$ cat config.mk
export PLATFORM = sky130hd
export DESIGN_NAME = round_sequencer
export DESIGN_NICKNAME = d
export VERILOG_FILES = /design/src/rtl/round_sequencer.sv
export SDC_FILE = /design/constraint.sdc
export NUM_CORES = 1
export LEC_CHECK = 0
export CORE_MARGIN = 10
export CORE_UTILIZATION = 40
export CTS_CLUSTER_DIAMETER = 150
export DETAILED_ROUTE_END_ITERATION = 8
export PLACE_DENSITY = 0.65
export SLEW_MARGIN = 20
export SYNTH_ARGS = -nofsm -noshare
export SYNTH_HDL_FRONTEND = slang
export SYNTH_SLANG_ARGS = --single-unit
$ cat constraint.sdc
create_clock -name clk -period 3.21 [get_ports clk]
set_clock_uncertainty 0.05 [all_clocks]
set_input_delay 0.4815 -clock clk [delete_from_list [all_inputs] [get_ports clk]]
set_output_delay 0.4815 -clock clk [all_outputs]
set_load 0.1 [all_outputs]
$ cat src/rtl/round_sequencer.sv
// Cipher round sequencer.
// Steps a round index from 0 up to a key-size-dependent terminal round and
// flags the first and last rounds for the round datapath and key expansion.
// A start/done handshake frames each sequence. A per-cycle stall holds the
// sequence, and abort cancels it. Every output is a flop, so no input has a
// combinational path to an output.
module round_sequencer #(
    parameter int CNT_W      = 5,
    parameter int ROUNDS_128 = 10,
    parameter int ROUNDS_192 = 12,
    parameter int ROUNDS_256 = 14,
    parameter int ROUNDS_ALT = 16
) (
    input  logic             clk,
    input  logic             n_rst,
    input  logic             start,
    input  logic             stall,
    input  logic             abort,
    input  logic [1:0]       key_mode,
    output logic [CNT_W-1:0] round_count,
    output logic             round_first,
    output logic             round_last,
    output logic             busy,
    output logic             done,
    output logic [CNT_W-1:0] term_count
);

    typedef enum logic [1:0] {
        IDLE = 2'd0,
        RUN  = 2'd1,
        DONE = 2'd2
    } state_t;

    localparam logic [CNT_W-1:0] TERM_128 = CNT_W'(ROUNDS_128);
    localparam logic [CNT_W-1:0] TERM_192 = CNT_W'(ROUNDS_192);
    localparam logic [CNT_W-1:0] TERM_256 = CNT_W'(ROUNDS_256);
    localparam logic [CNT_W-1:0] TERM_ALT = CNT_W'(ROUNDS_ALT);

    state_t           state;
    state_t           state_nx;
    logic [CNT_W-1:0] count_nx;
    logic [CNT_W-1:0] term_nx;
    logic [CNT_W-1:0] term_sel;
    logic             accept;

    // Terminal round for the key size currently on the key_mode pins.
    always_comb begin
        // NOTE: every combinational output gets a default first, so no path
        // through the case can leave it unassigned and infer a latch.
        term_sel = TERM_128;
        case (key_mode)
            2'b00:   term_sel = TERM_128;
            2'b01:   term_sel = TERM_192;
            2'b10:   term_sel = TERM_256;
            default: term_sel = TERM_ALT;
        endcase
    end

    // A new sequence may only begin from IDLE or DONE, and abort overrides it.
    assign accept = start && !abort && (state == IDLE || state == DONE);

    // Next state, round index and latched terminal round.
    // Priority is abort, then start, then stall.
    always_comb begin
        state_nx = state;
        count_nx = round_count;
        term_nx  = term_count;
        if (abort) begin
            state_nx = IDLE;
            count_nx = '0;
        end else begin
            case (state)
                IDLE: begin
                    count_nx = '0;
                    if (accept) begin
                        state_nx = RUN;
                        term_nx  = term_sel;
                    end
                end
                RUN: begin
                    if (!stall) begin
                        if (round_count < term_count) begin
                            count_nx = round_count + 1'b1;
                        end else begin
                            // Final round finished. The index stays at term
                            // for the single DONE cycle.
                            state_nx = DONE;
                        end
                    end
                end
                DONE: begin
                    count_nx = '0;
                    if (accept) begin
                        // Back-to-back sequence. key_mode is sampled again here.
                        state_nx = RUN;
                        term_nx  = term_sel;
                    end else begin
                        state_nx = IDLE;
                    end
                end
                default: begin
                    state_nx = IDLE;
                    count_nx = '0;
                end
            endcase
        end
    end

    // State and output registers. The flags are computed from the next
    // state and index, so they are flops rather than decodes of inputs.
    always_ff @(posedge clk or negedge n_rst) begin
        if (!n_rst) begin
            state       <= IDLE;
            round_count <= '0;
            term_count  <= '0;
            busy        <= 1'b0;
            done        <= 1'b0;
            round_first <= 1'b0;
            round_last  <= 1'b0;
        end else begin
            // NOTE: sequential state uses non-blocking assignments, so every
            // flop samples the values from before this edge.
            state       <= state_nx;
            round_count <= count_nx;
            term_count  <= term_nx;
            busy        <= (state_nx == RUN);
            done        <= (state_nx == DONE);
            round_first <= (state_nx == RUN) && (count_nx == '0);
            round_last  <= (state_nx == RUN) && (count_nx == term_nx);
        end
    end

    // The round index never passes the latched terminal round.
    a_count_bounded: assert property (@(posedge clk) disable iff (!n_rst)
        busy |-> (round_count <= term_count));

    // The done pulse lasts exactly one cycle.
    a_done_single: assert property (@(posedge clk) disable iff (!n_rst)
        done |=> !done);

    // busy and done are never high together.
    a_busy_done_excl: assert property (@(posedge clk) disable iff (!n_rst)
        !(busy && done));

endmodule

# After elaboration in Yosys (flattened, before gate mapping)
# Cells that the tools add are included.
dict set report word_totals {
  wordCells 40
  out_inout_bits 14
  register_bits 16
  input_bits 7
}
dict set report op_classes {
  n_reduce_logical 10
  n_addsub 1
  n_lt_le_gt_ge 1
  n_eq_ne 7
  mux 14
}
# cell count
set ops {}
lappend ops {{$mux W5} 7}
lappend ops {{$pmux W5 S3} 1}
lappend ops {{$mux W2} 4}
lappend ops {{$eq A2 B1 Y1 const B} 3}
lappend ops {{$eq A2 B2 Y1 const B} 3}
lappend ops {{$pmux W2 S3} 1}
lappend ops {{$add A5 B1 Y5 const B} 1}
lappend ops {{$eq A5 B5 Y1} 1}
lappend ops {{$logic_not A5 Y1} 1}
lappend ops {{$lt A5 B5 Y1} 1}
lappend ops {{$logic_and A1 B1 Y1} 4}
lappend ops {{$logic_not A2 Y1} 2}
lappend ops {{$reduce_or A2 Y1} 1}
lappend ops {{$logic_not A1 Y1} 1}
lappend ops {{$logic_or A1 B1 Y1} 1}
lappend ops {{$mux W1} 1}

# Logic depth before layout (Yosys ltp)
# Gate-level depths: netlist (run 1).
dict set report depth {
  depth_word 8
  depth_mapped 9
  depth_no_buf 9
}

# Least setup slack after synthesis (run 1)
# No wires, ideal clock.
dict set report synth_timing {
  path_kind {reg2reg}
  from {register round_count[2]}
  to {register round_last}
  period_less_slack_ps 2884
  setup_ps 96
  path_buffers 0
  arrival_ps 2738
  path_stages_with_launch 9
  path_slack_ps 326
  cell_sequence {dfrtp_1 -> ha_1 -> a21oi_1 -> o21ai_2 -> o31ai_1 -> mux2i_1 -> xor2_1 -> a2111o_1 -> nor4_2}
}
dict set report synth_between {
  elab_chain_len 7
  elab_cells_between_ends 13
  classes_between {1 x add/sub; 1 x order compare; 2 x eq/ne; 8 x mux; 1 x reduce/logical}
}
# element line_no
set synth_rtl {}
lappend synth_rtl {{from (decl)} 20} ;# output logic [CNT_W-1:0] round_count,
lappend synth_rtl {{from (signal assigned)} 124} ;# round_count <= count_nx;
lappend synth_rtl {{$add A5 B1 Y5 or $lt A5 B5 Y1 (tied branches)} {83, 82}}
lappend synth_rtl {{$mux W5 *} 82} ;# if (round_count < term_count) begin
lappend synth_rtl {{$mux W5 *} 81} ;# if (!stall) begin
lappend synth_rtl {{$mux W5 *} 72} ;# case (state)
lappend synth_rtl {{$mux W5 *} 68} ;# if (abort) begin
lappend synth_rtl {{net count_nx[4]} 41} ;# logic [CNT_W-1:0] count_nx;
lappend synth_rtl {{$eq A5 B5 Y1 *} 129} ;# round_last <= (state_nx == RUN) && (count_nx == term_nx);
lappend synth_rtl {{$logic_and A1 B1 Y1 *} 129}
lappend synth_rtl {{to (signal assigned)} 129}
lappend synth_rtl {{to (decl)} 22} ;# output logic round_last,
# The timed path passes the listed nets; every way through them passes the cells marked *.

# Worst setup path in the final report (run 1)
# Same ends and word-level chain as after synthesis.

==> impl_metrics.env, run 1 <==
export IMPL_outcome="finished clean"
export IMPL_finalCritPeriodShare_pct=78.3
export IMPL_dp_hpwl_mm=1.67
export IMPL_cap_viol_max_count=0
export IMPL_ys_seq_area_share_pct=42.0
export IMPL_hold_violations=0
export IMPL_synthDistinctLibCells=32
export IMPL_ant_nets=0
export IMPL_crit_path_start_kind="flip-flop"
export IMPL_nFillCells=208
export IMPL_via_per_inst=4.93
export IMPL_syn_area_per_cell_um2=9.83
export IMPL_drt_total_wl_mm=1.97
export IMPL_vias=735
export IMPL_dieArea_um2=4740
export IMPL_cp_slowest_cell="dfrtp_1"
export IMPL_grt_total_usage_pct=9.12
export IMPL_power_density_nw_per_um2=501
export IMPL_maxSlewHeadroom_pct=53.4
export IMPL_pre_cts_slack_ns=0.523
export IMPL_place_congestion=0.748
export IMPL_synthMuxAreaShare_pct=5.91
export IMPL_hold_buffers=0
export IMPL_wl_per_cell_um=13.2
export IMPL_initial_core_util_pct=42.7
export IMPL_grt_ovfl_total=0
export IMPL_clkLatencyLatePin_ns=0.29
export IMPL_vdd_drop_max_mv=0.332
export IMPL_worst_hold_path_type="flip-flop to flip-flop"
export IMPL_clk_path_buf_depth=2
export IMPL_drtPass1Iterations=4
export IMPL_fp_dieH_um=68.8
export IMPL_final_cell_mix="dfrtp_1 (16), buf_4 (14), nand2_1 (12), inv_1 (10), nor2_1 (9)"
export IMPL_synth_xor_area_share_pct=5.51
export IMPL_synth_top_family_by_area="simple AND/OR/NAND/NOR gates"
export IMPL_antenna_found_initial=0
export IMPL_netlist_instances=97
export IMPL_synth_compound_area_share_pct=10.9
export IMPL_htreeDepth=1
export IMPL_grt_pass1_wl_mm=3.29
export IMPL_fin_cells=149
export IMPL_slew_violations=0
export IMPL_first_global_vias=734
export IMPL_synth_area_um2=953
export IMPL_synth_fa_ha_area_share_pct=10.5
export IMPL_path_cells="ha_1, a21oi_1, o21ai_2, o41ai_4, nand4_1, mux2i_1, xor2_1, nor4_2"
export IMPL_cp_buffers_inverters=0
export IMPL_postCtsSetupBuffers=0
export IMPL_setup_slack_ns=0.697
export IMPL_post_place_cells=145
export IMPL_io_buffers=20
export IMPL_tightest_slew_ns=0.696
export IMPL_fin_crit_ns=2.51
export IMPL_area_delta_synth_final_pct=24.8
export IMPL_finalSetupViolCount=0
export IMPL_design_core_area_um2=2230
export IMPL_synth_warnings=0
export IMPL_endpoint_kind="flip-flop"
export IMPL_layout_commonest_cell="dfrtp_1"
export IMPL_p_leak_uw=0.000604
export IMPL_cts_tree="yes"
export IMPL_setup_tns_ns=0
export IMPL_final_net_count=137
export IMPL_antenna_cells=0
export IMPL_numCtsBuffers=3
export IMPL_crit_type="flip-flop to flip-flop"
export IMPL_max_stage_delay_ns=0.46
export IMPL_rows=17
export IMPL_io_pins=21
export IMPL_die_x_um=68.8
export IMPL_root_buffer="clkbuf_4"
export IMPL_layout_drive_gt1_share_pct=21.5
export IMPL_path_max_fanout=6
export IMPL_clk_pin_slew_worst_paths_ns=0.09
export IMPL_drc_errors=0
export IMPL_cts_resized=0
export IMPL_grt_max_degree=17
export IMPL_synth_seq_cells=16
export IMPL_crit_required_ns=3.35
export IMPL_cpLargestDelayFamily="compound AO/OA/AOI/OAI gates"
export IMPL_cts_sinks=16
export IMPL_syn_num_nets=112
export IMPL_drtIter0Drc=23
export IMPL_synth_simple_area_share_pct=20.9
export IMPL_rsz0062_at_grt="no"
export IMPL_fmax_ghz=0.398
export IMPL_crit_arrival_ns=2.65
final timing paths:
path	from	end	slack [ns]	depth (start not counted)
min in group asynchronous	n_rst	round_count[2]	0.56	1
worst max-delay path	round_count[2]	round_last	0.70	8
worst min register to register	term_count[1]	term_count[1]	0.52	2
worst max register to register	round_count[2]	round_last	0.70	8
worst min-delay path	term_count[1]	term_count[1]	0.52	2
max in group asynchronous	n_rst	busy	2.11	1
synth_stat cells (all sizes together):
cell / n / area (µm²)
nor2b: 2 / 15.0
o21ai: 5 / 28.8
nand2: 12 / 45.0
and3: 2 / 12.5
xor2: 3 / 26.3
nor2: 10 / 40.0
nand2b: 2 / 12.5
a2111o: 1 / 11.3
ha: 8 / 100
dfrtp: 16 / 400
inv: 11 / 41.3
nor3: 1 / 10.0
nand3: 3 / 15.0
or3: 1 / 6.26
xnor2: 3 / 26.3
a31oi: 1 / 6.26
and2: 1 / 6.26
a21oi: 3 / 15.0
o41ai: 1 / 27.5
nand3b: 1 / 7.51
nand4: 1 / 6.26
mux2: 2 / 26.3
or4b: 1 / 10.0
nor4: 1 / 12.5
o31ai: 2 / 15.0
mux2i: 3 / 30.0
power by group:
group	leakage (µW)	switching (µW)	internal, µW
Combinational	0.000370	175	60.2
Sequential	0.000213	12.7	217
Clock	0.0000210	61.9	69.1
Total	0.000604	249	347
area by class of cell:
type / count / area, µm² / area share (%)
Tap cell: 28 / 35.0 / 2.94
Multi-Input combinational cell: 70 / 512 / 43.0
Sequential cell: 16 / 400 / 33.6
Inverter: 11 / 41.3 / 3.47
Clock buffer: 4 / 36.3 / 3.05
Timing Repair Buffer: 20 / 165 / 13.9
layer usage:
metal,global-route usage (%),wire length [µm]
met1,11.0,900
met2,15.3,951
met3,2.09,85
met4,3.69,31
met5,0,0
worst register-to-register path, stage by stage, from the launching register on:
cell and delay, ns:
dfrtp_1 0.46, ha_1 0.34, a21oi_1 0.16, o21ai_2 0.12, o41ai_4 0.34, nand4_1 0.17, mux2i_1 0.37, xor2_1 0.13
nor4_2 0.29
kinds of logic after synthesis:
family,after synthesis
flip-flops,16
XOR/XNOR,6
multiplexers,5
AND/OR/NAND/NOR,38
buffers and inverters,11
adder cells (fa/ha/maj),8
AO/OA/AOI/OAI,13
metrics by stage:
stage | instance area, µm² | util [%] | hold WS, ns | total power, µW
finish | 1190 | 53.3 | 0.521 | 596
global route | 1190 | 53.3 | 0.566 | 627
CTS | 1190 | 53.3 | 0.533 | 599
detailed placement | 1150 | 51.7 | 0.509 | 471
global placement | 1150 | 51.7 | 0.503 | 469
floorplan | 953 | - | 0.136 | 412
registers in the layout, summed over array words and instances (netlist names):
register,flops
busy,1
done,1
round_count,5
round_first,1
round_last,1
state,2
term_count,5
(Power assumes the default switching activity.)
==> run 2: changes to the inputs <==
clock period = 2.6 ns   (was 3.21 ns; I/O delays follow)
==> impl_metrics.env, run 2 (synthesis results as in run 1) <==
export IMPL_timing_rr_start="term_count[2]"
export IMPL_hold_buffers=0
export IMPL_cts_sinks=16
export IMPL_power_density_nw_per_um2=583
export IMPL_fp_dieH_um=68.8
export IMPL_place_congestion=0.790
export IMPL_clkPwrFrac_pct=18.4
export IMPL_finalCritPeriodShare_pct=91.8
export IMPL_power_frac_comb_pct=41.1
export IMPL_cp_buffers_inverters=1
export IMPL_r2r_slack_ns=0.21
export IMPL_power_switching_uw=307
export IMPL_regArea_um2=412
export IMPL_hold_ws_ns=0.471
export IMPL_crit_required_ns=2.75
export IMPL_drtIter0Drc=19
export IMPL_clk_path_buf_depth=2
export IMPL_reg_top3="round_count (5), term_count (5), state (2)"
export IMPL_pwr_share_seq_pct=40.4
export IMPL_vdd_drop_max_mv=0.373
export IMPL_path_cells="inv_1, ha_1, a21oi_1, o21ai_2, o31ai_2, mux2i_1, xor2_1, a2111o_1, nor4_2"
export IMPL_outcome="finished clean"
export IMPL_ant_nets=0
export IMPL_first_global_vias=805
export IMPL_grt_max_degree=17
export IMPL_vias=773
export IMPL_fmax_ghz=0.419
export IMPL_grt_total_usage_pct=10.0
export IMPL_grt_ovfl_total=0
export IMPL_worst_hold_path_type="input port to async pin"
export IMPL_layout_drive_gt1_share_pct=31.2
export IMPL_maxSlewHeadroom_pct=52.6
export IMPL_crit_path_start_kind="flip-flop"
export IMPL_antenna_found_initial=0
export IMPL_fin_cells=153
export IMPL_area_delta_synth_final_pct=28.6
export IMPL_crit_type="flip-flop to flip-flop"
export IMPL_fin_area_um2=1230
export IMPL_cpLargestDelayFamily="compound AO/OA/AOI/OAI gates"
export IMPL_drtPass1Iterations=4
export IMPL_reg2reg_to="round_last"
export IMPL_final_net_count=141
export IMPL_design_core_area_um2=2230
export IMPL_rr_worst_depth=9
export IMPL_io_buffers=20
export IMPL_max_stage_delay_ns=0.43
export IMPL_finalPower_uw=715
export IMPL_cp_slowest_cell="dfrtp_2"
export IMPL_dpl_cell_area_um2=1190
export IMPL_rows=17
export IMPL_clkLatencyLatePin_ns=0.28
export IMPL_drc_errors=0
export IMPL_wl_per_cell_um=14.4
export IMPL_endpoint_kind="flip-flop"
export IMPL_htreeDepth=1
export IMPL_nFillCells=224
export IMPL_cts_tree="yes"
export IMPL_rsz0062_at_grt="no"
export IMPL_post_place_cells=149
export IMPL_slew_violations=0
export IMPL_fin_crit_ns=2.39
export IMPL_path_max_fanout=4
export IMPL_initial_core_util_pct=42.7
export IMPL_dp_hpwl_mm=1.78
export IMPL_postCtsSetupBuffers=0
export IMPL_layout_commonest_cell="buf_4"
export IMPL_antenna_cells=0
export IMPL_numCtsBuffers=3
export IMPL_p_leak_uw=0.000608
export IMPL_tightest_slew_ns=0.708
export IMPL_crit_arrival_ns=2.54
export IMPL_cap_viol_max_count=0
export IMPL_drt_total_wl_mm=2.20
export IMPL_root_buffer="clkbuf_4"
export IMPL_sw_frac_of_total_pct=43.0
export IMPL_final_cell_mix="buf_4 (18), nand2_1 (12), inv_1 (10), nor2_1 (9), dfrtp_2 (9)"
export IMPL_via_per_inst=5.05
export IMPL_grt_pass1_wl_mm=3.62
export IMPL_finalSetupViolCount=0
export IMPL_multi_input_area_um2=517
export IMPL_power_internal_uw=407
export IMPL_hold_violations=0
export IMPL_dieArea_um2=4740
export IMPL_die_x_um=68.8
export IMPL_clk_pin_slew_worst_paths_ns=0.09
export IMPL_io_pins=21
export IMPL_cts_resized=0
## run 2: power groups by stage
stage | Sequential, µW | Clock (µW) | Combinational, µW
after CTS | 290 | 135 | 296
after detailed placement | 294 | 0 | 295
after global placement | 294 | 0 | 293
after floorplan | 421 | 0 | 90.8
after global routing | 292 | 147 | 315
final | 289 | 132 | 294
## run 2: worst max-delay path by stage
| stage | from | end | slack, ns | depth (start not counted) |
|---|---|---|---|---|
| finish | term_count[2] | round_last | 0.21 | 9 |
| global route | round_count[4] | round_last | 0.05 | 8 |
| CTS | term_count[2] | round_last | 0.18 | 9 |
| detailed placement | stall | round_last | -0.008 | 8 |
| global placement | stall | round_last | 0.02 | 8 |
| floorplan | term_count[2] | round_last | 0.02 | 9 |
## run 2: through the flow
stage / TNS (ns) / worst slack (ns) / utilization (%)
2_1_floorplan: 0 / 0.0235 / -
3_3_place_gp: 0 / 0.0207 / 53.5
3_5_place_dp: -0.00788 / -0.00788 / 53.5
4_1_cts: 0 / 0.181 / 54.7
5_1_grt: 0 / 0.0463 / 54.9
6_report: 0 / 0.214 / 54.9
## run 2: worst register-to-register path: cells and delay by family (launching register included)
family                     cells  cell delay, ns
AOI/OAI and AO/OA              4            0.92
DFF                            1            0.43
muxes                          1            0.36
adders and majority gates      1            0.23
and+or+nand+nor                1            0.13
xor gates and xnor gates       1            0.11
buffers and inverters          1            0.07
## run 2: cell type report
| cell class | count | area share (%) |
|---|---|---|
| clock buffer | 4 | 2.14 |
| inverter | 11 | 3.37 |
| multi-input combinational | 70 | 42.1 |
| sequential | 16 | 33.6 |
| tap | 28 | 2.86 |
| timing repair buffer | 24 | 15.9 |
## run 2: metal layers
layer / global-route usage [%] / up-vias / routed length (µm)
met5: 0 / - / 0
met4: 4.43 / 0 / 39
met2: 16.4 / 13 / 1070
li1: - / 389 / -
met3: 2.42 / 5 / 101
met1: 12.2 / 366 / 987
==> run 3: changes to the inputs <==
CORE_MARGIN = 2   (was 10)
SLEW_MARGIN = 40   (was 20)
==> impl_metrics.env, run 3 (synthesis results as in run 1) <==
export IMPL_crit_arrival_ns=2.59
export IMPL_io_buffers=20
export IMPL_reg_top3="round_count (5), term_count (5), state (2)"
export IMPL_nFillCells=213
export IMPL_vias=743
export IMPL_initial_core_util_pct=42.7
export IMPL_clk_path_buf_depth=2
export IMPL_drc_errors=0
export IMPL_final_core_util_pct=55.0
export IMPL_wl_per_cell_um=12.5
export IMPL_clkLatencyLatePin_ns=0.29
export IMPL_finalCritPeriodShare_pct=93.2
export IMPL_die_x_um=52.8
export IMPL_clk_pin_slew_worst_paths_ns=0.09
export IMPL_setup_tns_ns=0
export IMPL_drtPass1Iterations=2
export IMPL_numCtsBuffers=3
export IMPL_rows=17
export IMPL_crit_type="flip-flop to flip-flop"
export IMPL_power_density_nw_per_um2=604
export IMPL_grt_max_degree=17
export IMPL_hold_violations=0
export IMPL_layout_commonest_cell="buf_4"
export IMPL_via_per_inst=4.89
export IMPL_fmax_ghz=0.413
export IMPL_outcome="finished clean"
export IMPL_maxSlewHeadroom_pct=54.9
export IMPL_dp_hpwl_mm=1.57
export IMPL_grt_total_usage_pct=15.5
export IMPL_path_cells="ha_1, a21oi_1, o21ai_2, o41ai_4, mux2_4, inv_2, or4b_1, nor3_2"
export IMPL_endpoint_kind="flip-flop"
export IMPL_cts_tree="yes"
export IMPL_area_delta_synth_final_pct=28.9
export IMPL_path_max_fanout=6
export IMPL_grt_ovfl_total=0
export IMPL_r2r_slack_ns=0.18
export IMPL_slew_violations=0
export IMPL_htreeDepth=1
export IMPL_rsz0062_at_grt="no"
export IMPL_max_stage_delay_ns=0.51
export IMPL_cp_slowest_cell="or4b_1"
export IMPL_finalSetupViolCount=0
export IMPL_crit_path_start_kind="flip-flop"
export IMPL_fin_crit_ns=2.42
export IMPL_antenna_found_initial=0
export IMPL_hold_buffers=0
export IMPL_drtIter0Drc=5
export IMPL_fp_dieH_um=52.8
export IMPL_cts_resized=0
export IMPL_layout_drive_gt1_share_pct=31.5
export IMPL_cts_sinks=16
export IMPL_crit_required_ns=2.77
export IMPL_worst_hold_path_type="input port to async pin"
export IMPL_root_buffer="clkbuf_4"
export IMPL_postCtsSetupBuffers=0
export IMPL_vdd_drop_max_mv=0.441
export IMPL_p_leak_uw=0.000609
export IMPL_place_congestion=0.784
export IMPL_final_net_count=140
export IMPL_first_global_vias=687
export IMPL_fin_area_um2=1230
export IMPL_ant_nets=0
export IMPL_grt_pass1_wl_mm=3.11
export IMPL_antenna_cells=0
export IMPL_dpl_cell_area_um2=1190
export IMPL_design_core_area_um2=2230
export IMPL_dieArea_um2=2790
export IMPL_drt_total_wl_mm=1.90
export IMPL_io_pins=21
export IMPL_final_cell_mix="buf_4 (17), nand2_1 (12), inv_1 (10), nor2_1 (9), dfrtp_2 (9)"
export IMPL_finalPower_uw=742
export IMPL_tightest_slew_ns=0.675
export IMPL_cap_viol_max_count=0
run 3: cell count changes in the layout (fill, tap and decap cells not counted):
cell	change
clkbuf_8	+1
clkbuf_1	-1
buf_4	-1
run 3: worst max-delay path, delay by kind of cell (launching register included):
kind,cells,cell delay [ns]
adders and majority gates,1,0.32
and+or+nand+nor,2,0.61
DFF,1,0.46
muxes,1,0.25
buffers and inverters,1,0.04
AOI/OAI and AO/OA,3,0.63
run 3: path summary, 6_finish.rpt:
path                       depth (start not counted)      startpoint        endpoint
max reg2reg                                        8  round_count[2]     round_first
min reg2reg                                        2   term_count[2]   term_count[2]
max                                                8  round_count[2]     round_first
min in group clk                                   2   term_count[2]   term_count[2]
min                                                1           n_rst      round_last
max in group asynchronous                          1           n_rst  round_count[2]
run 3: where the power goes:
part | internal, µW | total [µW] | switching (µW)
sequential | 271 | 288 | 17.3
combinational | 77.2 | 292 | 214
clock | 85.3 | 163 | 77.4
total | 433 | 742 | 309
run 3: per-stage QoR:
step | worst slack (ns) | hold WS (ns) | instances
after detailed placement | -0.0213 | 0.507 | 148
after global routing | 0.0346 | 0.519 | 152
final | 0.177 | 0.458 | 152
after CTS | 0.118 | 0.495 | 152
after floorplan | 0.0235 | 0.0444 | 97
after global placement | 0.0171 | 0.505 | 148
run 3: cell type report:
cell class	count	area [µm²]	area share, %
clock buffers	4	36.3	2.95
inverters	11	41.3	3.36
multi-input cells	70	517	42.1
flip-flops and latches	16	412	33.5
well taps	28	35.0	2.85
repair buffers	23	188	15.3
run 3: layer usage:
layer / wire length (µm) / track usage, % / part of all wire [%] / up-vias
met1: 920 / 20.9 / 49 / 344
met3: 58 / 1.71 / 3.1 / 3
met5: 0 / 0 / 0 / -
met2: 896 / 25.2 / 47 / 13
met4: 21 / 6.41 / 1.1 / 0
li1: - / - / - / 383
